`src/rtl/mpc_pkg.sv`:
```
// Shared types for the port packet forwarder: FSM state encoding and header field layout.
package mpc_pkg;

    typedef enum logic [1:0] {
        IDLE  = 2'd0,
        HDR   = 2'd1,
        DATA  = 2'd2,
        FLUSH = 2'd3
    } state_t;

    // Payload length occupies the low bits of the header word.
    localparam int LEN_LSB = 0;

endpackage

```
`src/rtl/onehot_lsb_enc.sv`:
```
// Lowest-set-bit encoder: returns the index of the lowest asserted request bit.
module onehot_lsb_enc #(
    parameter int N  = 16,
    parameter int IW = $clog2(N)
) (
    input  logic [N-1:0]  req,
    output logic [IW-1:0] idx,
    output logic          vld
);

    always_comb begin
        idx = '0;
        vld = 1'b0;
        for (int i = N - 1; i >= 0; i--) begin
            if (req[i]) begin
                idx = IW'(i);
                vld = 1'b1;
            end
        end
    end

endmodule

```
`src/rtl/port_pkt_forwarder.sv`:
```
// Streams the granted port's packet (header + payload) from its show-ahead FIFO to the cache write path.
//
// state | meaning
// IDLE  | waiting for a grant from the arbitrator
// HDR   | popping the header word of the granted port
// DATA  | popping payload words, cnt = words still to pop
// FLUSH | last word held in the output register until accepted
module port_pkt_forwarder
    import mpc_pkg::*;
#(
    parameter int PORTNUM = 16,
    parameter int DWIDTH  = 32,
    parameter int LENW    = 8
) (
    input  logic                      i_clk,
    input  logic                      i_rst_n,
    input  logic [PORTNUM-1:0]        i_resp,
    input  logic [PORTNUM*DWIDTH-1:0] i_port_data,
    input  logic [PORTNUM-1:0]        i_port_vld,
    output logic [PORTNUM-1:0]        o_port_rd,
    output logic [DWIDTH-1:0]         o_data,
    output logic                      o_vld,
    output logic                      o_sop,
    output logic                      o_eop,
    input  logic                      i_ready,
    output logic                      o_arb_eop,
    output logic                      o_busy,
    output logic                      o_err
);

    localparam int IW = $clog2(PORTNUM);

    state_t            state;
    state_t            state_nxt;
    logic [IW-1:0]     idx;
    logic [IW-1:0]     grant_idx;
    logic              grant_vld;
    logic              grant_onehot;
    logic [LENW-1:0]   cnt;
    logic [LENW-1:0]   hdr_len;
    logic [DWIDTH-1:0] head_data;
    logic              head_vld;
    logic              pop_ok;
    logic              pop;
    logic              xfer;
    logic              last_xfer;

    onehot_lsb_enc #(.N(PORTNUM), .IW(IW)) u_grant_enc (
        .req (i_resp),
        .idx (grant_idx),
        .vld (grant_vld)
    );

    assign grant_onehot = grant_vld && (i_resp == (PORTNUM'(1) << grant_idx));
    assign head_data    = i_port_data[idx*DWIDTH +: DWIDTH];
    assign head_vld     = i_port_vld[idx];
    assign hdr_len      = head_data[LEN_LSB +: LENW];
    assign xfer         = o_vld & i_ready;
    assign last_xfer    = o_vld & o_eop & i_ready;
    // A pop is allowed when the output register is empty or being drained this cycle.
    assign pop_ok       = head_vld & (~o_vld | i_ready);

    always_ff @(posedge i_clk) begin
        if (!i_rst_n) begin
            state <= IDLE;
        end else begin
            state <= state_nxt;
        end
    end

    always_comb begin
        state_nxt = state;
        case (state)
            IDLE:    if (grant_vld) state_nxt = HDR;
            HDR:     if (pop_ok) state_nxt = (hdr_len == '0) ? FLUSH : DATA;
            DATA:    if (pop_ok && cnt == LENW'(1)) state_nxt = FLUSH;
            FLUSH:   if (last_xfer) state_nxt = IDLE;
            default: state_nxt = IDLE;
        endcase
    end

    always_comb begin
        o_port_rd = '0;
        pop       = 1'b0;
        o_busy    = (state != IDLE);
        if ((state == HDR || state == DATA) && pop_ok) begin
            pop            = 1'b1;
            o_port_rd[idx] = 1'b1;
        end
    end

    always_ff @(posedge i_clk) begin
        if (!i_rst_n) begin
            idx       <= '0;
            cnt       <= '0;
            o_data    <= '0;
            o_vld     <= 1'b0;
            o_sop     <= 1'b0;
            o_eop     <= 1'b0;
            o_arb_eop <= 1'b0;
            o_err     <= 1'b0;
        end else begin
            o_arb_eop <= (state == FLUSH) && last_xfer;
            // Grants are only legal (and one-hot) while idle.
            o_err     <= (state == IDLE) ? (grant_vld && !grant_onehot) : grant_vld;
            if (state == IDLE && grant_vld) begin
                idx <= grant_idx;
            end
            if (pop) begin
                o_data <= head_data;
                o_vld  <= 1'b1;
                o_sop  <= (state == HDR);
                o_eop  <= (state == HDR) ? (hdr_len == '0) : (cnt == LENW'(1));
                cnt    <= (state == HDR) ? hdr_len : cnt - LENW'(1);
            end else if (xfer) begin
                o_vld <= 1'b0;
                o_sop <= 1'b0;
                o_eop <= 1'b0;
            end
        end
    end

endmodule

```
`config.mk`:
```
export PLATFORM = sky130hd
export DESIGN_NAME = port_pkt_forwarder
export DESIGN_NICKNAME = d
export VERILOG_FILES = /design/src/rtl/mpc_pkg.sv /design/src/rtl/onehot_lsb_enc.sv /design/src/rtl/port_pkt_forwarder.sv
export SDC_FILE = /design/constraint.sdc
export NUM_CORES = 1
export LEC_CHECK = 0
export ABC_AREA = 1
export BUFFER_PORTS_ARGS = -buffer_cell sky130_fd_sc_hd__buf_2
export CAP_MARGIN = 20
export CORE_AREA = 3 3 232 234
export CTS_BUF_LIST = sky130_fd_sc_hd__clkbuf_16
export CTS_CLUSTER_SIZE = 14
export DETAILED_ROUTE_END_ITERATION = 8
export DIE_AREA = 0 0 235 237
export GPL_ROUTABILITY_DRIVEN = 0
export GPL_TIMING_DRIVEN = 0
export SKIP_LAST_GASP = 1
export SLEW_MARGIN = 15
export SYNTH_ARGS = -nofsm -noshare
export SYNTH_HDL_FRONTEND = slang
export SYNTH_SLANG_ARGS = --single-unit
```
`constraint.sdc`:
```
create_clock -name i_clk -period 2.7 [get_ports i_clk]
set_clock_uncertainty 0.05 [all_clocks]
set_input_delay 0.135 -clock i_clk [delete_from_list [all_inputs] [get_ports i_clk]]
set_output_delay 0.135 -clock i_clk [all_outputs]
set_load 0.01 [all_outputs]
```
-- After elaboration in Yosys (flattened, before gate mapping)
Index checks and enable logic that the tools add are counted.
- add/subtract/negate cells: 1
- $lt $le $gt $ge: 2
- equality and inequality tests: 9
- shift-type cells: 2
- mux-type cells: 51
- bitwise gates (word level): 6
- reductions and logical operators: 14
- operator list (kind ; count):
    $shiftx A512 B10 Y32 ; 1
    $mux W4 ; 16
    $mux W1 ; 26
    $eq A16 B16 Y1 ; 1
    $mux W16 ; 1
    $shl A1 B4 Y16 const A ; 1
    $eq A8 B1 Y1 const B ; 1
    $logic_not A8 Y1 ; 1
    $mux W2 ; 4
    $mux W8 ; 1
    $ne A2 B2 Y1 const B ; 4
    $pmux W2 S4 ; 1
    $sub A8 B1 Y8 const B ; 1
    $logic_and A1 B1 Y1 ; 7
    $lt A4 B5 Y1 const B ; 1
    $and A1 B1 Y1 ; 4
    $bmux W1 S4 ; 1
    $demux W1 S4 ; 1
    $eq A2 B2 Y1 const B ; 2
    $ge A4 B1 Y1 const B ; 1
    $reduce_and A4 Y1 ; 1
    $reduce_bool A2 Y1 ; 2
    $eq A2 B1 Y1 const B ; 1
    $logic_not A2 Y1 ; 1
    other kinds (4) ; 4
- bits in registers: 51
- input port bits: 547
- logic and storage cells: 94

-- Depth between registers and ports, before layout
Gate-level depths: netlist of the first run.
- depth after elaboration: 22
- depth in mapped cells: 23
- gate-level depth less buffers: 23

-- Modules after synthesis
A second synthesis of the first run with hierarchy kept.
- cell total of the unflattened synthesis: 1098
- area, all modules: 6416.2 um^2
- by module, submodules not included (module ; instances ; cells an instance ; area an instance (um^2)):
    port_pkt_forwarder ; 1 ; 1049 ; 6207.2
    onehot_lsb_enc ; 1 ; 49 ; 209.0

-- Worst setup path after synthesis of the first run
No wires, ideal clock.
- kind: register to register
- from: register idx[1]
- to: register o_eop
- library setup time: 70 ps
- arrival time: 1794 ps
- slack: 786 ps
- cell stages (with the launch flop): 13
- path buffers: 2
- period minus slack after synthesis: 1914 ps
- path through: dfxtp_1 > nand2_1 > inv_2 > buf_6 > buf_2 > a22oi_1 > a21oi_1 > or3_4 > nor3_2 > nand4_1 > o21ai_1 > nand2_1 > a21oi_1
- cells in the longest elaborated chain, start to end: 6
- elaborated cells between the ends (all ways): 10
- classes of those cells: shift (1); mux (5); bitwise (1); reduce/logical (3)
- ends and longest elaborated chain (item ; line ; text):
    from (decl) ; port_pkt_forwarder.sv:35 ; logic [IW-1:0] idx;
    from (signal assigned) ; port_pkt_forwarder.sv:107 ; idx <= grant_idx;
    parallel branches: the longest is 6 deep, another holds $shiftx A512 B10 Y32 ; - ;
    to (signal assigned) ; port_pkt_forwarder.sv:113 ; o_eop <= (state == HDR) ? (hdr_len == '0) : (cnt == LENW'(1));
    to (decl) ; port_pkt_forwarder.sv:24 ; output logic o_eop,
Parallel ways; which one is timed is not known. The select of a mux whose other input is x is not followed.
A chain may end at the register's enable or synchronous reset.

-- Worst setup path in the final report of the first run
- from: register idx[1]
- to: register o_data[14]
- cells in the longest elaborated chain, start to end: 5
- elaborated cells between the ends (all ways): 6
- classes of those cells: shift (1); mux (3); bitwise (1); reduce/logical (1)
- ends and longest elaborated chain (item ; line ; text):
    parallel branches: the longest is 5 deep, another holds $shiftx A512 B10 Y32 ; - ;
    to (signal assigned) ; port_pkt_forwarder.sv:110 ; o_data <= head_data;
    to (decl) ; port_pkt_forwarder.sv:21 ; output logic [DWIDTH-1:0] o_data,
Parallel ways; which one is timed is not known. The select of a mux whose other input is x is not followed.

==> flow_metrics.py, run 1 <==
metrics = {
    "yosys": {
        "netlist_area_sq_mm": 0.005888,
        "synth_xor_xnor_area_share_pct": 0.2975,
        "syn_nets": 1472,
        "ys_warn_count": 0,
        "synth_top_family_by_area": "compound AO/OA/AOI/OAI gates",
        "synthMuxAreaShare_pct": 0,
        "seq_area_frac_synth_pct": 17.34,
        "synth.avg_cell_area_sq_um": 6.407,
        "synth_cells": 919,
        "synth_adder_area_share_pct": 1.275,
        "ys_ff_latch": 51,
        "yosys.area_share.simple_pct": 18.38,
        "synth_cell_types": 38,
        "synth_compound_area_share_pct": 52.42,
    },
    "final_layout": {
        "final_cells": 2243,
        "area_growth_pct": 77.03,
        "layout_commonest_cell": "buf_2",
        "layout_common_cells": "buf_2, a22oi_1, a21oi_1",
        "drive_gt1_share_pct": 48.28,
        "fin_area_sq_mm": 0.01042,
        "layout.nets": 2089,
        "fillers": 6050,
    },
    "critical_path": {
        "r2r-start": "idx[1]",
        "cp_common_cell": "a21oi_1",
        "crit_chain": "nor2_4, buf_6, clkbuf_4, clkbuf_8, buf_2, a22oi_1, a21oi_1, nor4_1, a21oi_1",
        "crit_slowest_cell": "dfxtp_2",
        "ff2ff_setup_slack_ns": 0.06,
        "worstPathMaxFanout": 10,
        "worstSetupEndpointType": "flop",
        "worstPathArrival_ns": 2.78,
        "cp.required_ns": 2.84,
        "crit_type": "flop to flop",
        "r2r_cells": 9,
        "start_kind": "flop",
        "rr_endpoint": "o_data[14]",
        "cpPeakStageDelay_ns": 0.43,
    },
    "hold_path": {
        "min_from": "i_ready",
        "hp-class": "input port to flop",
        "holdPathEnd": "o_arb_eop",
        "min_path_cells": 3,
    },
    "detailed_routing": {
        "via_count": 10490,
        "ant_nets": 0,
        "drt-total-wl_mm": 54.34,
        "drc_errors": 0,
        "via_per_inst": 4.675,
        "wl_per_cell_um": 24.23,
        "drt_iter0_drc": 776,
        "first_pass_iters": 5,
    },
    "cts": {
        "cts_root_buffer": "clkbuf_16",
        "cts_tree": "yes",
        "clock-sinks": 51,
        "clock_latency_ns": 0.32,
        "cts.htree.levels": 2,
        "cts_buffers": 5,
        "clk_pin_slew_worst_paths_ns": 0.08,
        "postCtsHoldBufs": 0,
        "clock_path_buffers": 2,
    },
    "grt": {
        "grt_max_degree": 19,
        "antenna_found_initial": 27,
        "grt_pass1_vias": 9987,
        "grt_usage_pct": 18.09,
        "grt.overflow.total": 0,
        "grt_pass1_wl_mm": 72.71,
    },
    "timing": {
        "period_share_pct": 97.87,
        "max_slew_margin_pct": 55.45,
        "min_period_ns": 2.642,
        "grt_setup_unrepaired": "false",
        "finalSetupTns_ns": 0,
        "finalSetupViolCount": 0,
        "final_max_slew_viol_count": 0,
        "finalHoldViolCount": 0,
        "worst-slew-pin-transition_ns": 0.6682,
        "max_clock_freq_mhz": 378.4,
    },
    "power_and_ir_drop": {
        "p_per_area_mw_per_mm2": 831.4,
        "p_leak_nw": 4.881,
        "finalPower_w": 0.008667,
        "ir_drop_v": 0.0003522,
    },
    "die": {
        "fp.dieArea_sq_mm": 0.05570,
        "initial_utilization_pct": 11.27,
        "die_w_um": 235,
        "die_h_um": 237,
        "coreArea_sq_mm": 0.05224,
        "rows": 84,
        "io_pins": 601,
    },
    "place": {
        "placement.io_buffers": 600,
        "place_area_sq_mm": 0.009791,
        "hpwlAfterDp_mm": 45.99,
        "dp.cells": 2210,
    },
    "run_status": {
        "outcome": "finished, final reports clean",
    },
    "flow_run": {
        "maxCapViolations": 0,
    },
}
==> metrics by stage <==
stage                     hold WS (ns)  setup slack [ns]  util [%]
final                          0.08648           0.05751     19.96
after global routing            0.1226         0.0002456     19.95
after CTS                      0.07045          -0.02474     19.66
after detailed placement        0.4031            -1.022     18.74
after global placement          0.3964            -1.534     18.67
after floorplan                 0.2450            0.7856         -
==> report_power, final <==
| group | switching (W) | internal [W] | total (W) |
|---|---|---|---|
| clock network | 0.000356 | 0.000354 | 0.000710 |
| logic | 0.00431 | 0.00237 | 0.00668 |
| registers | 0.000191 | 0.00109 | 0.00128 |
==> worst max-delay path, delay by kind of cell, from the launching register on <==
kind | cells | cell delay [ns]
buffers and inverters | 4 | 0.85
AO/OA/AOI/OAI | 3 | 0.68
flip-flops | 1 | 0.43
AND/OR/NAND/NOR | 2 | 0.48
==> flip-flops by register name, summed over array words and instances, names as in the netlist <==
register and flops:
o_sop 1, o_eop 1, o_vld 1, cnt 8, o_data 32, o_err 1, state 2, idx 4
o_arb_eop 1
==> cells by family (layout without fill, tap and decap cells) <==
group / count (synthesis) / count (layout)
compound gates: 478 / 478
xor+xnor: 2 / 2
fa+ha+maj: 6 / 6
buf+inv: 137 / 755
flops: 51 / 51
other cells: 0 / 18
simple gates: 245 / 245
==> worst max path at each step <==
stage,from,cells past startpoint,to
final,idx[1],9,o_data[14]
after global routing,idx[1],10,o_data[31]
after CTS,idx[0],11,o_data[14]
after detailed placement,idx[3],7,o_data[8]
after global placement,idx[1],9,o_data[20]
after floorplan,idx[1],12,o_eop
==> layout make-up <==
| type | instances | area [sq um] | area share [%] |
|---|---|---|---|
| antenna | 18 | 45.04 | 0.4321 |
| buffer | 84 | 500.5 | 4.801 |
| clock buffer | 5 | 125.1 | 1.200 |
| clock inverter | 3 | 27.53 | 0.2641 |
| inverter | 53 | 206.4 | 1.981 |
| multi-input combinational | 731 | 4558 | 43.73 |
| sequential | 51 | 1027 | 9.855 |
| tap | 688 | 860.8 | 8.258 |
| timing repair buffer | 610 | 3073 | 29.48 |
==> cells in the mapped netlist <==
library cell    n  area, sq um
a2111oi_0       1        8.760
a21boi_1        1        7.510
a21oi_1       150        750.7
a221oi_1        4        35.03
a22o_1          3        26.28
a22oi_1       254         1907
a31oi_1         3        18.77
a41oi_1         1        8.760
and2_1          1        6.260
and3_1          1        6.260
buf_1           9        33.78
buf_2          28        140.1
buf_4           3        22.52
buf_6           6        67.56
clkbuf_1       38        142.6
dfxtp_1        51         1021
ha_1            6        75.07
inv_1          50        187.7
inv_2           3        11.26
nand2_1       124        465.5
nand3_1        18        90.09
nand4_1        15        93.84
nor2_1         50        187.7
nor2_2          2        12.51
nor3_1          1        5.000
nor3_2          1        10.01
nor4_1         25        156.4
o211ai_1        1        7.510
o21a_1          4        30.03
o21ai_0        52        260.3
o21ai_1         1        5.000
o21bai_1        2        15.01
o22ai_1         1        6.260
or2_1           2        12.51
or2_2           4        25.02
or3_4           1        11.26
xnor2_1         1        8.760
xor2_1          1        8.760
==> layer usage <==
metal | vias up | wire [um] | part of all wire, % | GRT usage (%)
met2 | 686 | 25960 | 48 | 30.33
met1 | 4914 | 20810 | 38 | 21.66
li1 | 4751 | - | - | -
met3 | 128 | 4508 | 8.3 | 4.111
met4 | 6 | 3009 | 5.5 | 9.256
met5 | - | 53 | 0.098 | 0
==> timing repair <==
item,4_1_cts,5_1_grt
buffers inserted,4,3
pin swaps,1,6
setup endpoints to repair,53,36
gates resized for setup,84,28
(Power assumes the default switching activity.)
==> run 2, diff against run 1 <==
--- a/config.mk
+++ b/config.mk
@@ -6,13 +6,13 @@
 export NUM_CORES = 1
 export LEC_CHECK = 0
 export ABC_AREA = 1
-export BUFFER_PORTS_ARGS = -buffer_cell sky130_fd_sc_hd__buf_2
 export CAP_MARGIN = 20
-export CORE_AREA = 3 3 232 234
+export CORE_AREA = 3 3 234 236
 export CTS_BUF_LIST = sky130_fd_sc_hd__clkbuf_16
 export CTS_CLUSTER_SIZE = 14
 export DETAILED_ROUTE_END_ITERATION = 8
-export DIE_AREA = 0 0 235 237
+export DIE_AREA = 0 0 237 239
+export DONT_BUFFER_PORTS = 1
 export GPL_ROUTABILITY_DRIVEN = 0
 export GPL_TIMING_DRIVEN = 0
 export SKIP_LAST_GASP = 1
==> run 2 against run 1 <==
  * Critical endpoint is now o_data[28]
  * Worst hold slack lost 0.069 ns
  * Highest routed layer unchanged
  * Wire length shrank 4.3%
  * Clock-buffer cell count is the same
  * Critical path depth shrank 2
  * Combinational power shrank 12%
  * Fmax shrank 1.4%
  * Sequential share of layout area grew 3.8 points
  * Cell count shrank 27%
  * First-iteration DRC count grew 16%
==> flow_metrics.py, run 2 (synthesized netlist as in run 1, its figures left out) <==
metrics = {
    "final_layout": {
        "largest_register_ffs": 32,
        "area_growth_pct": 27.99,
        "layout.nets": 1491,
        "reg_top3": "o_data x32, cnt x8, idx x4",
        "drive_gt1_share_pct": 17.25,
        "layout_common_cells": "a22oi_1, a21oi_1, nand2_1",
        "layout_commonest_cell": "a22oi_1",
        "largest-register": "o_data",
        "fin_area_sq_mm": 0.007536,
        "final_core_util_pct": 14.31,
    },
    "timing": {
        "min_period_ns": 2.681,
        "max_clock_freq_mhz": 373.0,
        "finalSetupTns_ns": 0,
        "grt_setup_unrepaired": "true",
        "hold-worst-slack_ns": 0.01729,
        "finalHoldViolCount": 0,
        "period_share_pct": 99.29,
        "finalSetupViolCount": 0,
        "worst-slew-pin-transition_ns": 0.6243,
        "max_slew_margin_pct": 58.38,
        "final_max_slew_viol_count": 0,
    },
    "die": {
        "initial_utilization_pct": 11.18,
        "fp.dieArea_sq_mm": 0.05664,
        "coreArea_sq_mm": 0.05266,
        "die_h_um": 239,
        "rows": 84,
        "die_w_um": 237,
        "io_pins": 601,
    },
    "critical_path": {
        "worstPathMaxFanout": 10,
        "worstPathArrival_ns": 2.81,
        "ff2ff_setup_slack_ns": 0.02,
        "r2r-start": "idx[2]",
        "start_kind": "flop",
        "critPathLaunch": "idx[2]",
        "crit_type": "flop to flop",
        "rr_endpoint": "o_data[28]",
        "cp.required_ns": 2.83,
        "r2r_cells": 7,
        "worstSetupEndpointType": "flop",
    },
    "cts": {
        "cts_root_buffer": "clkbuf_16",
        "cts_tree": "yes",
        "clk_pin_slew_worst_paths_ns": 0.09,
        "clock_latency_ns": 0.32,
        "clock-sinks": 51,
        "cts.htree.levels": 2,
        "clock_path_buffers": 2,
        "cts_buffers": 5,
    },
    "power_and_ir_drop": {
        "p_leak_nw": 2.489,
        "finalPower_w": 0.008131,
        "p_per_area_mw_per_mm2": 1079,
        "ir_drop_v": 0.0002802,
    },
    "detailed_routing": {
        "first_pass_iters": 5,
        "drc_errors": 0,
        "wl_per_cell_um": 31.64,
        "via_per_inst": 5.156,
        "drt_iter0_drc": 897,
        "via_count": 8476,
        "drt-total-wl_mm": 52.01,
        "ant_nets": 0,
    },
    "run_status": {
        "outcome": "finished, final reports clean",
    },
    "hold_path": {
        "holdPathEnd": "o_vld",
        "hp-class": "input port to flop",
        "min_from": "i_ready",
        "min_path_cells": 3,
    },
    "grt": {
        "grt_pass1_wl_mm": 65.96,
        "grt_usage_pct": 16.77,
        "antenna_found_initial": 20,
        "grt_max_degree": 19,
        "grt_pass1_vias": 7811,
        "grt.overflow.total": 0,
    },
    "flow_run": {
        "maxCapViolations": 0,
    },
    "place": {
        "placement.io_buffers": 0,
        "place_area_sq_mm": 0.006800,
        "hpwlAfterDp_mm": 44.61,
    },
}
run 2: cell types whose count changed in the layout (fill, tap and decap cells not counted), sizes merged:
cell | before | now
buf | 655 | 53
clkbuf | 44 | 46
clkinvlp | 3 | 1
diode | 18 | 17
dlygate4sd3 | 0 | 2
inv | 52 | 54
run 2: timing repair:
| action | 4_1_cts | 5_1_grt |
|---|---|---|
| resized for setup | 96 | 50 |
| hold buffers | 2 | 0 |
| buffers inserted | 4 | 2 |
| setup endpoints to repair | 50 | 40 |
| endpoints found under the hold margin | 2 | 0 |
| pin swaps | 5 | 6 |
run 2: how the worst max path moves through the flow:
stage | to | slack, ns
after global routing | o_eop | -0.05
after floorplan | o_eop | 0.79
after global placement | o_data[20] | -1.45
final | o_data[28] | 0.02
after detailed placement | o_data[18] | -1.19
after CTS | o_data[18] | -0.04
run 2: worst max-delay path, stage by stage (launching register included):
cell	delay, ns
dfxtp_1	0.46
nor2_2	0.13
inv_1	0.21
buf_2	0.42
clkbuf_2	0.41
a21oi_1	0.17
nor4_2	0.53
a21oi_1	0.13
run 2: through the flow:
step / cells / worst slack (ns)
after floorplan: 919 / 0.7856
after global placement: 1607 / -1.445
after detailed placement: 1611 / -1.186
after CTS: 1625 / -0.04077
after global routing: 1638 / -0.04750
final: 1644 / 0.01915
run 2: power breakdown:
part           switching (W)  internal, W  total (W)
registers           0.000483      0.00109    0.00157
logic                0.00388      0.00199    0.00587
clock network       0.000334     0.000353   0.000687
total                0.00469      0.00344    0.00813
run 2: final cells by class:
class / instances / area (sq um)
Fill cell: 6147 / 45120
Clock buffer: 5 / 125.1
Sequential cell: 51 / 1030
Multi-Input combinational cell: 731 / 4624
Clock inverter: 3 / 27.53
Antenna cell: 17 / 42.54
Inverter: 53 / 203.9
Tap cell: 688 / 860.8
Buffer: 84 / 531.8
Timing Repair Buffer: 12 / 90.09
run 2: routing by layer:
layer / track usage (%) / vias up / wire length, um
met5: 0 / - / 37
met4: 6.945 / 6 / 2522
met3: 7.153 / 148 / 6499
met2: 26.68 / 704 / 23690
met1: 19.81 / 4064 / 19270
li1: - / 3554 / -
